--- src/rtl/collapse_key_pkg.sv ---
// Shared types, error codes and the CRC-8 step function for the collapse key reader.
package collapse_key_pkg;

   typedef enum logic [2:0] {
      ST_IDLE,
      ST_READ,
      ST_HOLD,
      ST_WIPE,
      ST_ERROR
   } state_t;

   localparam logic [1:0] ERR_NONE  = 2'b00;
   localparam logic [1:0] ERR_NO_OE = 2'b01;
   localparam logic [1:0] ERR_CRC   = 2'b10;
   localparam logic [1:0] ERR_ABORT = 2'b11;

   localparam logic [7:0] CRC8_POLY = 8'h07;

   // One byte of CRC-8, MSB-first, no reflection.
   function automatic logic [7:0] crc8_byte(input logic [7:0] crc, input logic [7:0] data);
      logic [7:0] c;
      c = crc ^ data;
      for (int b = 0; b < 8; b++)
         c = c[7] ? ((c << 1) ^ CRC8_POLY) : (c << 1);
      return c;
   endfunction

endpackage

--- src/rtl/collapse_key_crc8.sv ---
// Byte-serial CRC-8 accumulator; clear has priority over enable.
module collapse_key_crc8
   import collapse_key_pkg::*;
(
   input  logic       clk,
   input  logic       reset,
   input  logic       i_clear,
   input  logic       i_en,
   input  logic [7:0] i_data,
   output logic [7:0] o_crc
);

   logic [7:0] r_crc;

   always_ff @(posedge clk or posedge reset) begin
      if (reset)        r_crc <= 8'h00;
      else if (i_clear) r_crc <= 8'h00;
      else if (i_en)    r_crc <= crc8_byte(r_crc, i_data);
   end

   assign o_crc = r_crc;

endmodule

--- src/rtl/collapse_key_reader.sv ---
// Sequential reader for a bank of read-once collapse registers; hands the key off over valid/ready.
// Build option: COLLAPSE_KEY_CRC_EN makes the last fragment a CRC-8 over the others.
module collapse_key_reader
   import collapse_key_pkg::*;
#(
   parameter int NUM_FRAG = 4
) (
   input  logic                  clk,
   input  logic                  reset,
   input  logic                  i_start,
   input  logic                  i_abort,
   input  logic                  i_clear_err,
   output logic [NUM_FRAG-1:0]   o_read_strobe,
   input  logic [8*NUM_FRAG-1:0] i_frag_in,
   input  logic [NUM_FRAG-1:0]   i_frag_oe,
   output logic [8*NUM_FRAG-1:0] o_key,
   output logic                  o_key_valid,
   input  logic                  i_key_ready,
   output logic                  o_busy,
   output logic                  o_error,
   output logic [1:0]            o_err_code
);

   localparam int IW = $clog2(NUM_FRAG);
   localparam logic [IW-1:0] LAST = IW'(NUM_FRAG - 1);
   localparam logic [NUM_FRAG-1:0] ONE = NUM_FRAG'(1);

   state_t                r_state, w_state_nxt;
   logic [IW-1:0]         r_idx, w_idx_nxt;
   logic [8*NUM_FRAG-1:0] r_key, w_key_nxt;
   logic [1:0]            r_err, w_err_nxt;
   logic [7:0]            w_frag_byte;
   logic                  w_oe;
   logic                  w_crc_bad;
   logic [8*NUM_FRAG-1:0] w_key_mask;

   assign w_frag_byte = i_frag_in[{r_idx, 3'b000} +: 8];
   assign w_oe        = i_frag_oe[r_idx];

`ifdef COLLAPSE_KEY_CRC_EN
   logic       w_crc_clr, w_crc_en;
   logic [7:0] w_crc;

   assign w_crc_clr = ((r_state == ST_IDLE) && i_start) || (r_state == ST_WIPE);
   assign w_crc_en  = (r_state == ST_READ) && !i_abort && w_oe && (r_idx != LAST);

   collapse_key_crc8 u_crc (
      .clk     (clk),
      .reset   (reset),
      .i_clear (w_crc_clr),
      .i_en    (w_crc_en),
      .i_data  (w_frag_byte),
      .o_crc   (w_crc)
   );

   assign w_crc_bad  = (w_frag_byte != w_crc);
   // CRC byte is a check value, never key material.
   assign w_key_mask = {8'h00, {(8*NUM_FRAG-8){1'b1}}};
`else
   assign w_crc_bad  = 1'b0;
   assign w_key_mask = '1;
`endif

   always_ff @(posedge clk or posedge reset) begin
      if (reset) begin
         r_state <= ST_IDLE;
         r_idx   <= '0;
         r_key   <= '0;
         r_err   <= ERR_NONE;
      end else begin
         r_state <= w_state_nxt;
         r_idx   <= w_idx_nxt;
         r_key   <= w_key_nxt;
         r_err   <= w_err_nxt;
      end
   end

   always_comb begin
      w_state_nxt = r_state;
      w_idx_nxt   = r_idx;
      w_key_nxt   = r_key;
      w_err_nxt   = r_err;
      case (r_state)
         ST_IDLE: if (i_start) begin
            w_state_nxt = ST_READ;
            w_idx_nxt   = '0;
            w_key_nxt   = '0;
         end
         ST_READ: begin
            if (i_abort) begin
               w_state_nxt = ST_WIPE;
               w_err_nxt   = ERR_ABORT;
            end else begin
               w_key_nxt[{r_idx, 3'b000} +: 8] = w_frag_byte;
               if (!w_oe) begin
                  w_state_nxt = ST_WIPE;
                  w_err_nxt   = ERR_NO_OE;
               end else if (r_idx != LAST) begin
                  w_idx_nxt = r_idx + IW'(1);
               end else if (w_crc_bad) begin
                  w_state_nxt = ST_WIPE;
                  w_err_nxt   = ERR_CRC;
               end else begin
                  w_state_nxt = ST_HOLD;
               end
            end
         end
         ST_HOLD: begin
            if (i_abort) begin
               w_state_nxt = ST_WIPE;
               w_err_nxt   = ERR_ABORT;
            end else if (i_key_ready) begin
               w_state_nxt = ST_WIPE;
            end
         end
         ST_WIPE: begin
            w_key_nxt   = '0;
            w_idx_nxt   = '0;
            w_state_nxt = (r_err == ERR_NONE) ? ST_IDLE : ST_ERROR;
         end
         ST_ERROR: if (i_clear_err) begin
            w_state_nxt = ST_IDLE;
            w_err_nxt   = ERR_NONE;
         end
         default: w_state_nxt = ST_IDLE;
      endcase
   end

   // Strobe decoded only from registers so it cannot glitch.
   assign o_read_strobe = (r_state == ST_READ) ? (ONE << r_idx) : '0;
   assign o_key_valid   = (r_state == ST_HOLD);
   assign o_key         = o_key_valid ? (r_key & w_key_mask) : '0;
   assign o_busy        = (r_state != ST_IDLE) && (r_state != ST_ERROR);
   assign o_error       = (r_state == ST_ERROR);
   assign o_err_code    = r_err;

endmodule
--- config.mk ---
export PLATFORM = sky130hd
export DESIGN_NAME = collapse_key_reader
export DESIGN_NICKNAME = d
export VERILOG_FILES = /design/src/rtl/collapse_key_pkg.sv /design/src/rtl/collapse_key_crc8.sv /design/src/rtl/collapse_key_reader.sv
export SDC_FILE = /design/constraint.sdc
export NUM_CORES = 1
export LEC_CHECK = 0
export CAP_MARGIN = 20
export CORE_ASPECT_RATIO = 0.75
export CORE_UTILIZATION = 39
export DETAILED_ROUTE_END_ITERATION = 12
export PLACE_DENSITY = 0.75
export SLEW_MARGIN = 10
export SYNTH_ARGS = -nofsm -noshare
export SYNTH_HDL_FRONTEND = slang
export SYNTH_HIERARCHICAL = 1
export SYNTH_SLANG_ARGS = --single-unit
--- constraint.sdc ---
create_clock -name clk -period 3.8 [get_ports clk]
set_clock_uncertainty 0.1 [all_clocks]
set_input_delay 0.38 -clock clk [delete_from_list [all_inputs] [get_ports clk]]
set_output_delay 0.38 -clock clk [all_outputs]
set_load 0.005 [all_outputs]
# Word level (Yosys, flattened, before mapping)
# Index checks and enable logic that the tools add are counted.
# Widths: inputs -> output; s select.
[word_totals]
register_bits = 39
in_bits = 42
out_inout_bits = 41
wordCells = 63
[classes]
muxes = 27
addsub = 2
n_reduce_logical = 10
magnitude_cmp = 1
n_eq_ne = 15
n_shift = 4
[ops]
columns = ["cell", "n"]
rows = [
  ["$mux 32", 3],
  ["$pmux 32 s3", 1],
  ["$bwmux 32", 1],
  ["$shift 8x7->32 const A", 1],
  ["$shiftx 32x6->8", 1],
  ["$shiftx 8x7->32", 1],
  ["$mux 3", 8],
  ["$mux 2", 8],
  ["$pmux 3 s5", 1],
  ["$ne 2x2->1 const B", 7],
  ["$pmux 2 s3", 2],
  ["$reduce_bool 3->1", 3],
  ["$reduce_and 4->1", 2],
  ["$neg 5->7", 1],
  ["$eq 3x2->1 const B", 2],
  ["$ne 3x3->1 const B", 2],
  ["$reduce_and 5->1", 1],
  ["$mux 4", 1],
  ["$ne 4x4->1 const B", 1],
  ["$shl 1x2->4 const A", 1],
  ["$eq 3x1->1 const B", 1],
  ["$eq 3x3->1 const B", 1],
  ["$logic_not 3->1", 1],
  ["$lt 2x3->1 const B", 1],
  ["other kinds (7)", 7],
]

# Logic depth before layout (Yosys ltp)
# Gate-level depths: netlist of the first run.
[depth]
word_depth = 5
depth_mapped = 8
ltp_nobuf = 6

# Least setup slack after synthesis of the first run
# OpenSTA, ideal clock, no wires.
[synth_path]
path_type = "register -> register"
start = "reg r_idx[0]"
end = "reg r_key[25]"
arrival_ps = 2256
n_path_buf = 2
stages_incl_launch_ff = 9
synth_period_minus_slack_ps = 2422
setup_ps = 67
setup_slack_ps = 1378
required_ps = 3633
path_cell_list = "dfrtp_1 -> buf_2 -> buf_1 -> inv_1 -> ha_1 -> nor3b_1 -> o2111ai_1 -> nor4_4 -> a22o_1"
[synth_between]
elab_chain_len = 5
word_cells_on_any_way = 7
cone_classes = "1 x add/sub; 3 x shift; 3 x mux"
[synth_lines]
columns = ["item", "line", "text"]
rows = [
  ["from (decl)", "collapse_key_reader.sv:29", "logic [IW-1:0] r_idx, w_idx_nxt;"],
  ["from (signal assigned)", "collapse_key_reader.sv:72", "r_idx <= w_idx_nxt;"],
  ["$shiftx 32x6->8 or $neg 5->7 (tied branches)", "collapse_key_reader.sv:37, collapse_key_reader.sv:94", ""],
  ["$shiftx 8x7->32 or $shift 8x7->32 (tied branches)", "collapse_key_reader.sv:94", "w_key_nxt[{r_idx, 3'b000} +: 8] = w_frag_byte;"],
  ["$bwmux 32 (*)", "collapse_key_reader.sv:94", ""],
  ["$mux 32 (*)", "collapse_key_reader.sv:90", "if (i_abort) begin"],
  ["$pmux 32 s3 (*)", "collapse_key_reader.sv:83", "case (r_state)"],
  ["to (signal assigned)", "collapse_key_reader.sv:73", "r_key <= w_key_nxt;"],
  ["to (decl)", "collapse_key_reader.sv:30", "logic [8*NUM_FRAG-1:0] r_key, w_key_nxt;"],
]
# Mark *: on every way between the ends. The rest lies on a longest branch, timed or not. The select of a mux whose other input is x is not followed.
# A chain may end at the register's enable or synchronous reset.

# Final worst setup path of the first run
[layout_path]
start = "reg r_state[2]"
end = "out o_key[14]"
[layout_between]
elab_chain_len = 2
[layout_lines]
columns = ["item", "line", "text"]
rows = [
  ["from (decl)", "collapse_key_reader.sv:28", "state_t r_state, w_state_nxt;"],
  ["from (signal assigned)", "collapse_key_reader.sv:71", "r_state <= w_state_nxt;"],
  ["$eq 3x2->1", "collapse_key_reader.sv:131", "assign o_key_valid = (r_state == ST_HOLD);"],
  ["$mux 32", "collapse_key_reader.sv:132", "assign o_key = o_key_valid ? (r_key & w_key_mask) : '0;"],
  ["to (decl)", "collapse_key_reader.sv:16", "output logic [8*NUM_FRAG-1:0] o_key,"],
]
# No other way between the ends.

==> metrics.yaml, run 1 <==
synth_top_area_share_pct: 39.5
required_ns: 3.32
rr_endpoint: "r_key[25]"
syn_area_per_cell_sq_um: 9.97
period_minus_slack_ns: 2.97
slew_headroom_pct: 52.2
power.density_nw_per_um2: 524
whs_ns: 0.401
grt_max_degree: 49
syn_area_sq_um: 2470
cp_cell_sequence: "nor2_1, buf_4, and3_1, clkdlybuf4s50_1"
synth_cell_types: 41
drive_above_1_share_pct: 8.90
synth_seq_cells: 39
ff2ff_setup_slack_ns: 1.42
hold_buffers: 0
grt_pass1_wl_microns: 10400
rr_startpoint: "r_idx[1]"
setup_tns_ns: 0
finalNetCount: 374
cp-start-kind: "flop"
diodes: 0
num_rows: 24
remaining_drc_errors: 0
grt_pass1_vias: 2065
clkPwrFrac_pct: 22.4
cts_resized: 0
fin_crit_sh_pct: 78.1
die_x_microns: 93.9
placed_cells: 396
p_leak_nw: 1.54
avgRoutedWirePerCell_microns: 15.7
synthArstFlopShare_pct: 100
cpMaxStageDelayCell: "nor2_1"
hold_viol: 0
ant_nets: 0
end_kind: "output pin"
io_pins: 83
seq_area_frac_synth_pct: 39.5
fmax_mhz: 337
htree_levels: 2
seq_power_share_pct: 31.2
dr.pass1.iters: 4
cp.arrival_ns: 2.49
dp_hpwl_microns: 4750
cts_buffers: 5
clkSlewWorstSetupHoldPaths_ns: 0.07
cts_tree: "yes"
switching_share_pct: 40.2
ys_top_cells_by_area: "dfrtp_1 (39%), mux2i_1 (14%), and3_1 (8.1%), a22o_1 (5.7%), mux2_2 (3.6%)"
max_stage_delay_ns: 0.63
hold_class: "flop to flop"
cts.sinks: 39
r2r_cells: 7
min-delay-start: "r_key[17]"
clk_latency_ns: 0.28
synth_nets: 297
slew_violations: 0
ctsRootBufferMaster: "clkbuf_8"
wirelength_microns: 6350
worstMarginPinSlew_ns: 0.714
power.switching_w: 0.000733
cts_setup_buffers: 0
synth_flop_cell: "dfrtp_1"
hold_end: "r_key[17]"
initial_core_util_pct: 41.4
synth_edf_count: 0
die_h_microns: 71.0
vias: 2142
hold_depth: 1
final-setup-viol-count: 0
drt_iter0_markers: 128
io_buffers: 82
fillers: 543
instances_no_fill: 404
grt_setup_unrepaired: "false"
areaGrowthSynthToFinish_pct: 40.9
cp_max_fo: 14
core_area_sq_um: 5980
clock_path_buffers: 2
place_congestion: 0.848
path_class: "flop to output pin"
drv_cap: 0
yosysWarnings: 6
die_area_sq_um: 6670
via_per_inst: 5.30
final_core_util_pct: 58.3
grt_use_total_pct: 20.4
ir_drop_mv: 0.232
combPwrFrac_pct: 46.4
syn_inst: 248
outcome: "finished, final reports clean"
antenna_found_initial: 0
grt-ovfl-total: 0
p_int_w: 0.00109
synth_top_area_cell: "dfrtp_1"
-- metal layers --
metal | up-vias | GRT usage (%) | share of wire (%)
met1 | 1017 | 29.4 | 46
met5 | - | 0 | 0
met4 | 0 | 4.62 | 0.27
met2 | 86 | 30.6 | 45
li1 | 1037 | - | -
met3 | 2 | 5.48 | 8.2
-- kinds of logic after synthesis --
kind of cell,after synthesis,synth area share [%]
DFF,39,39.5
buffers and inverters,32,5.62
AOI/OAI and AO/OA,44,13.3
muxes,43,17.8
and+or+nand+nor,83,20.2
adders and majority gates,7,3.54
-- Yosys cell counts, types with 2 or more instances --
| cell | count |
|---|---|
| nor4_4 | 2 |
| mux2i_1 | 35 |
| a21oi_1 | 5 |
| o22ai_1 | 3 |
| nand2b_1 | 2 |
| mux2_2 | 8 |
| buf_2 | 2 |
| buf_1 | 2 |
| a21o_1 | 3 |
| nand2_1 | 12 |
| and3_1 | 32 |
| and2_1 | 5 |
| inv_1 | 15 |
| nand3b_1 | 2 |
| o21ai_0 | 7 |
| a22oi_1 | 2 |
| ha_1 | 7 |
| buf_4 | 2 |
| clkbuf_1 | 9 |
| or3b_1 | 2 |
| nor2_1 | 13 |
| dfrtp_1 | 39 |
| a22o_1 | 16 |
| nor2b_1 | 5 |
| nand3_1 | 2 |
-- worst max-delay path: cells and delay by family, from the launching register on --
kind	cells	cell delay (ns)
buffers and inverters	2	0.82
DFF	1	0.55
and+or+nand+nor	2	0.82
-- sequential cells by signal, summed over array words and instances (netlist names) --
name        flops
o_err_code      2
r_idx           2
r_key          32
r_state         3
-- cell type report --
class	instances	area, sq um	area share (%)
sequential	39	977	28.1
timing repair buffer	87	858	24.6
clock buffer	5	68.8	1.98
clock inverter	3	67.6	1.94
inverter	15	56.3	1.62
multi-input combinational	177	1360	39.0
tap	78	97.6	2.80
-- through the flow --
| step | setup WS (ns) | total power [W] | instance area, sq um |
|---|---|---|---|
| floorplan | 1.38 | 0.00115 | 2470 |
| global placement | 1.19 | 0.00140 | 3350 |
| detailed placement | 1.11 | 0.00142 | 3350 |
| CTS | 0.796 | 0.00183 | 3480 |
| global route | 0.715 | 0.00194 | 3480 |
| finish | 0.832 | 0.00182 | 3480 |
-- placed cells by master (no fill, tap or decap), drive strengths merged, types with 2 or more instances in the layout --
cell	netlist	routed
ha	7	7
nand2	12	12
nor3b	2	2
mux2i	35	35
inv	15	15
a22o	16	16
nor2b	5	5
a21oi	7	7
nand2b	2	2
mux2	8	8
and2	5	5
bufinv	0	2
nand3b	2	2
nor4	2	2
clkbuf	10	5
a21o	3	3
clkdlybuf4s50	0	82
and3	32	32
nand3	2	2
or3b	2	2
nor2	14	14
o22ai	3	3
buf	7	5
a22oi	2	2
dfrtp	39	39
o21ai	7	7
-- power by group through the flow --
stage | Clock [W] | Sequential (W) | Combinational, W
2_1_floorplan | 0 | 0.000499 | 0.000655
3_3_place_gp | 0 | 0.000568 | 0.000834
3_5_place_dp | 0 | 0.000572 | 0.000847
4_1_cts | 0.000416 | 0.000563 | 0.000850
5_1_grt | 0.000435 | 0.000582 | 0.000925
6_report | 0.000409 | 0.000569 | 0.000846
-- how the worst max path moves through the flow --
| stage | slack, ns | cells after the start | end | from |
|---|---|---|---|---|
| 3_3_place_gp | 1.19 | 3 | o_read_strobe[3] | r_state[1] |
| 5_1_grt | 0.72 | 4 | o_key[13] | r_state[2] |
| 3_5_place_dp | 1.11 | 3 | o_read_strobe[3] | r_state[1] |
| 4_1_cts | 0.80 | 3 | o_read_strobe[3] | r_state[1] |
| 6_report | 0.83 | 4 | o_key[14] | r_state[2] |
| 2_1_floorplan | 1.38 | 8 | r_key[25] | r_idx[0] |
(Power assumes the default switching activity.)
==> inputs of run 2 (changes only) <==
--- a/config.mk
+++ b/config.mk
@@ -9,7 +9,7 @@
 export CORE_ASPECT_RATIO = 0.75
 export CORE_UTILIZATION = 39
 export DETAILED_ROUTE_END_ITERATION = 12
-export PLACE_DENSITY = 0.75
+export PLACE_DENSITY = 0.78
 export SLEW_MARGIN = 10
 export SYNTH_ARGS = -nofsm -noshare
 export SYNTH_HDL_FRONTEND = slang
==> constraint.sdc (replaced) <==
create_clock -name clk -period 2.5 [get_ports clk]
set_clock_uncertainty 0.1 [all_clocks]
set_input_delay 0.25 -clock clk [delete_from_list [all_inputs] [get_ports clk]]
set_output_delay 0.25 -clock clk [all_outputs]
set_load 0.005 [all_outputs]
==> metrics.yaml, run 2 (synthesis results as in run 1) <==
outcome: "finished, final reports clean"  # unchanged
dr.pass1.iters: 4  # unchanged
end_kind: "output pin"  # unchanged
final_cell_mix: "clkdlybuf4s50_1 (82), dfrtp_1 (39), mux2i_1 (35)"  # was clkdlybuf4s50_1 (82), dfrtp_1 (38), mux2i_1 (35)
areaGrowthSynthToFinish_pct: 43.0  # was 40.9%
wirelength_microns: 6640  # was 6350 microns
ff2ff_setup_slack_ns: 0.37  # was 1.42 ns
drv_cap: 0  # unchanged
setup_tns_ns: 0  # unchanged
final_core_util_pct: 59.1  # was 58.3%
antenna_found_initial: 0  # unchanged
path_class: "flop to output pin"  # unchanged
place_congestion: 0.815  # was 0.848
htree_levels: 2  # unchanged
io_pins: 83  # unchanged
ir_drop_mv: 0.430  # was 0.232 mV
ctsRootBufferMaster: "clkbuf_8"  # unchanged
hold_buffers: 0  # unchanged
period_minus_slack_ns: 2.41
critPathTopFamily: "simple AND/OR/NAND/NOR gates"  # unchanged
hold_viol: 0  # unchanged
clk_latency_ns: 0.29  # was 0.28 ns
grt_max_degree: 40  # was 49
grt_use_total_pct: 21.2  # was 20.4%
r2r_cells: 6  # was 7
fmax_mhz: 415
cp.arrival_ns: 2.06  # was 2.49 ns
p_leak_nw: 1.58  # was 1.54 nW
cts_tree: "yes"  # unchanged
dp_hpwl_microns: 4940  # was 4750 microns
cp_cell_sequence: "or3b_1, nor2_1, clkdlybuf4s50_1"  # was nor2_1, buf_4, and3_1, clkdlybuf4s50_1
drive_above_1_share_pct: 10.2  # was 8.90%
vias: 2185  # was 2142
clkSlewWorstSetupHoldPaths_ns: 0.07  # about the same
via_per_inst: 5.32  # was 5.30
grt_setup_unrepaired: "false"  # unchanged
avgRoutedWirePerCell_microns: 16.2  # was 15.7 microns
required_ns: 2.15  # was 3.32 ns
max_stage_delay_ns: 0.58  # was 0.63 ns
rr_endpoint: "r_key[30]"  # was r_key[25]
finalNetCount: 381  # was 374
power.density_nw_per_um2: 809  # was 524 nW/um^2
slew_headroom_pct: 63.7  # was 52.2%
initial_core_util_pct: 41.4  # unchanged
fin_crit_sh_pct: 96.3
grt-ovfl-total: 0  # unchanged
rr_startpoint: "r_idx[1]"  # unchanged
num_rows: 24  # unchanged
top_regs: "r_key: 32 flops, r_state: 3 flops"  # unchanged
cts.sinks: 39  # unchanged
die_area_sq_um: 6670  # unchanged
clock_path_buffers: 2  # unchanged
final_common_cell: "clkdlybuf4s50_1"  # unchanged
cp_max_fo: 19  # was 14
final-setup-viol-count: 0  # unchanged
ant_nets: 0  # unchanged
worstMarginPinSlew_ns: 0.545  # was 0.714 ns
largest_register_ffs: 32  # unchanged
grt_pass1_wl_microns: 10700  # was 10400 microns
remaining_drc_errors: 0  # unchanged
hold_class: "input port to asynchronous set/reset pin"  # was flop to flop
die_x_microns: 93.9  # unchanged
diodes: 0  # unchanged
io_buffers: 82  # unchanged
die_h_microns: 71.0  # unchanged
drt_iter0_markers: 130  # was 128
cpMaxStageDelayCell: "dfrtp_1"  # was nor2_1
cp-start-kind: "flop"  # unchanged
grt_pass1_vias: 2116  # was 2065
core_area_sq_um: 5980  # unchanged
cts_buffers: 5  # unchanged
slew_violations: 0  # unchanged
top_register: "r_key"  # unchanged
path_buf_inv: 1  # was 2
==> run 2: cell types whose count changed in the layout (fill, tap and decap cells not counted) <==
cell and delta:
buf_4 +6, buf_6 +1, clkbuf_1 +1, clkinvlp_4 -1
dfrtp_1 +1, dfrtp_2 -1
==> run 2: layout make-up <==
class                           count  area (sq um)
Fill cell                         529          2440
Multi-Input combinational cell    177          1360
Tap cell                           78          97.6
Timing Repair Buffer               94           915
Sequential cell                    39           976
Clock inverter                      2          60.1
Clock buffer                        6          72.6
Inverter                           15          56.3
==> run 2: worst max-delay path by stage <==
stage,start,endpoint,slack (ns),cells past startpoint
after detailed placement,i_start,r_key[16],0.32,4
after global placement,i_start,r_key[16],0.34,4
after global routing,r_state[1],o_read_strobe[3],0.04,3
after floorplan,r_idx[0],r_key[25],0.08,8
after CTS,r_idx[0],o_read_strobe[3],0.09,5
final,r_state[1],o_read_strobe[3],0.09,3
==> run 2: what timing repair did <==
item,in CTS,in global routing
buffers inserted,0,0
endpoints found under the setup margin,0,1
resized for setup,0,1
==> run 2: per-stage QoR <==
stage	total power (W)	hold slack, ns	worst slack (ns)	std cells	instance area, sq um
2_1_floorplan	0.00175	0.259	0.0776	248	2470
3_3_place_gp	0.00221	0.375	0.342	403	3400
3_5_place_dp	0.00224	0.378	0.323	403	3400
4_1_cts	0.00286	0.304	0.0923	411	3530
5_1_grt	0.00304	0.325	0.0364	411	3530
6_report	0.00286	0.289	0.0918	411	3530
==> run 2: tightest hold or removal path, cell delays in order <==
cell             delay (ns)
clkdlybuf4s50_1        0.40
inv_1                  0.06
buf_4                  0.42
==> run 2: per-layer routing <==
layer | vias to the layer above | track usage [%] | part of all wire [%]
li1 | 1049 | - | -
met1 | 1043 | 28.5 | 45
met2 | 89 | 33.6 | 46
met3 | 4 | 7.10 | 8.9
met4 | 0 | 3.59 | 0.50
met5 | - | 0 | 0
==> run 2: where the power goes <==
| part | internal (W) | switching (W) |
|---|---|---|
| logic | 0.000622 | 0.000804 |
| registers | 0.000699 | 0.000120 |
| clock network | 0.000399 | 0.000216 |
| total | 0.00172 | 0.00114 |
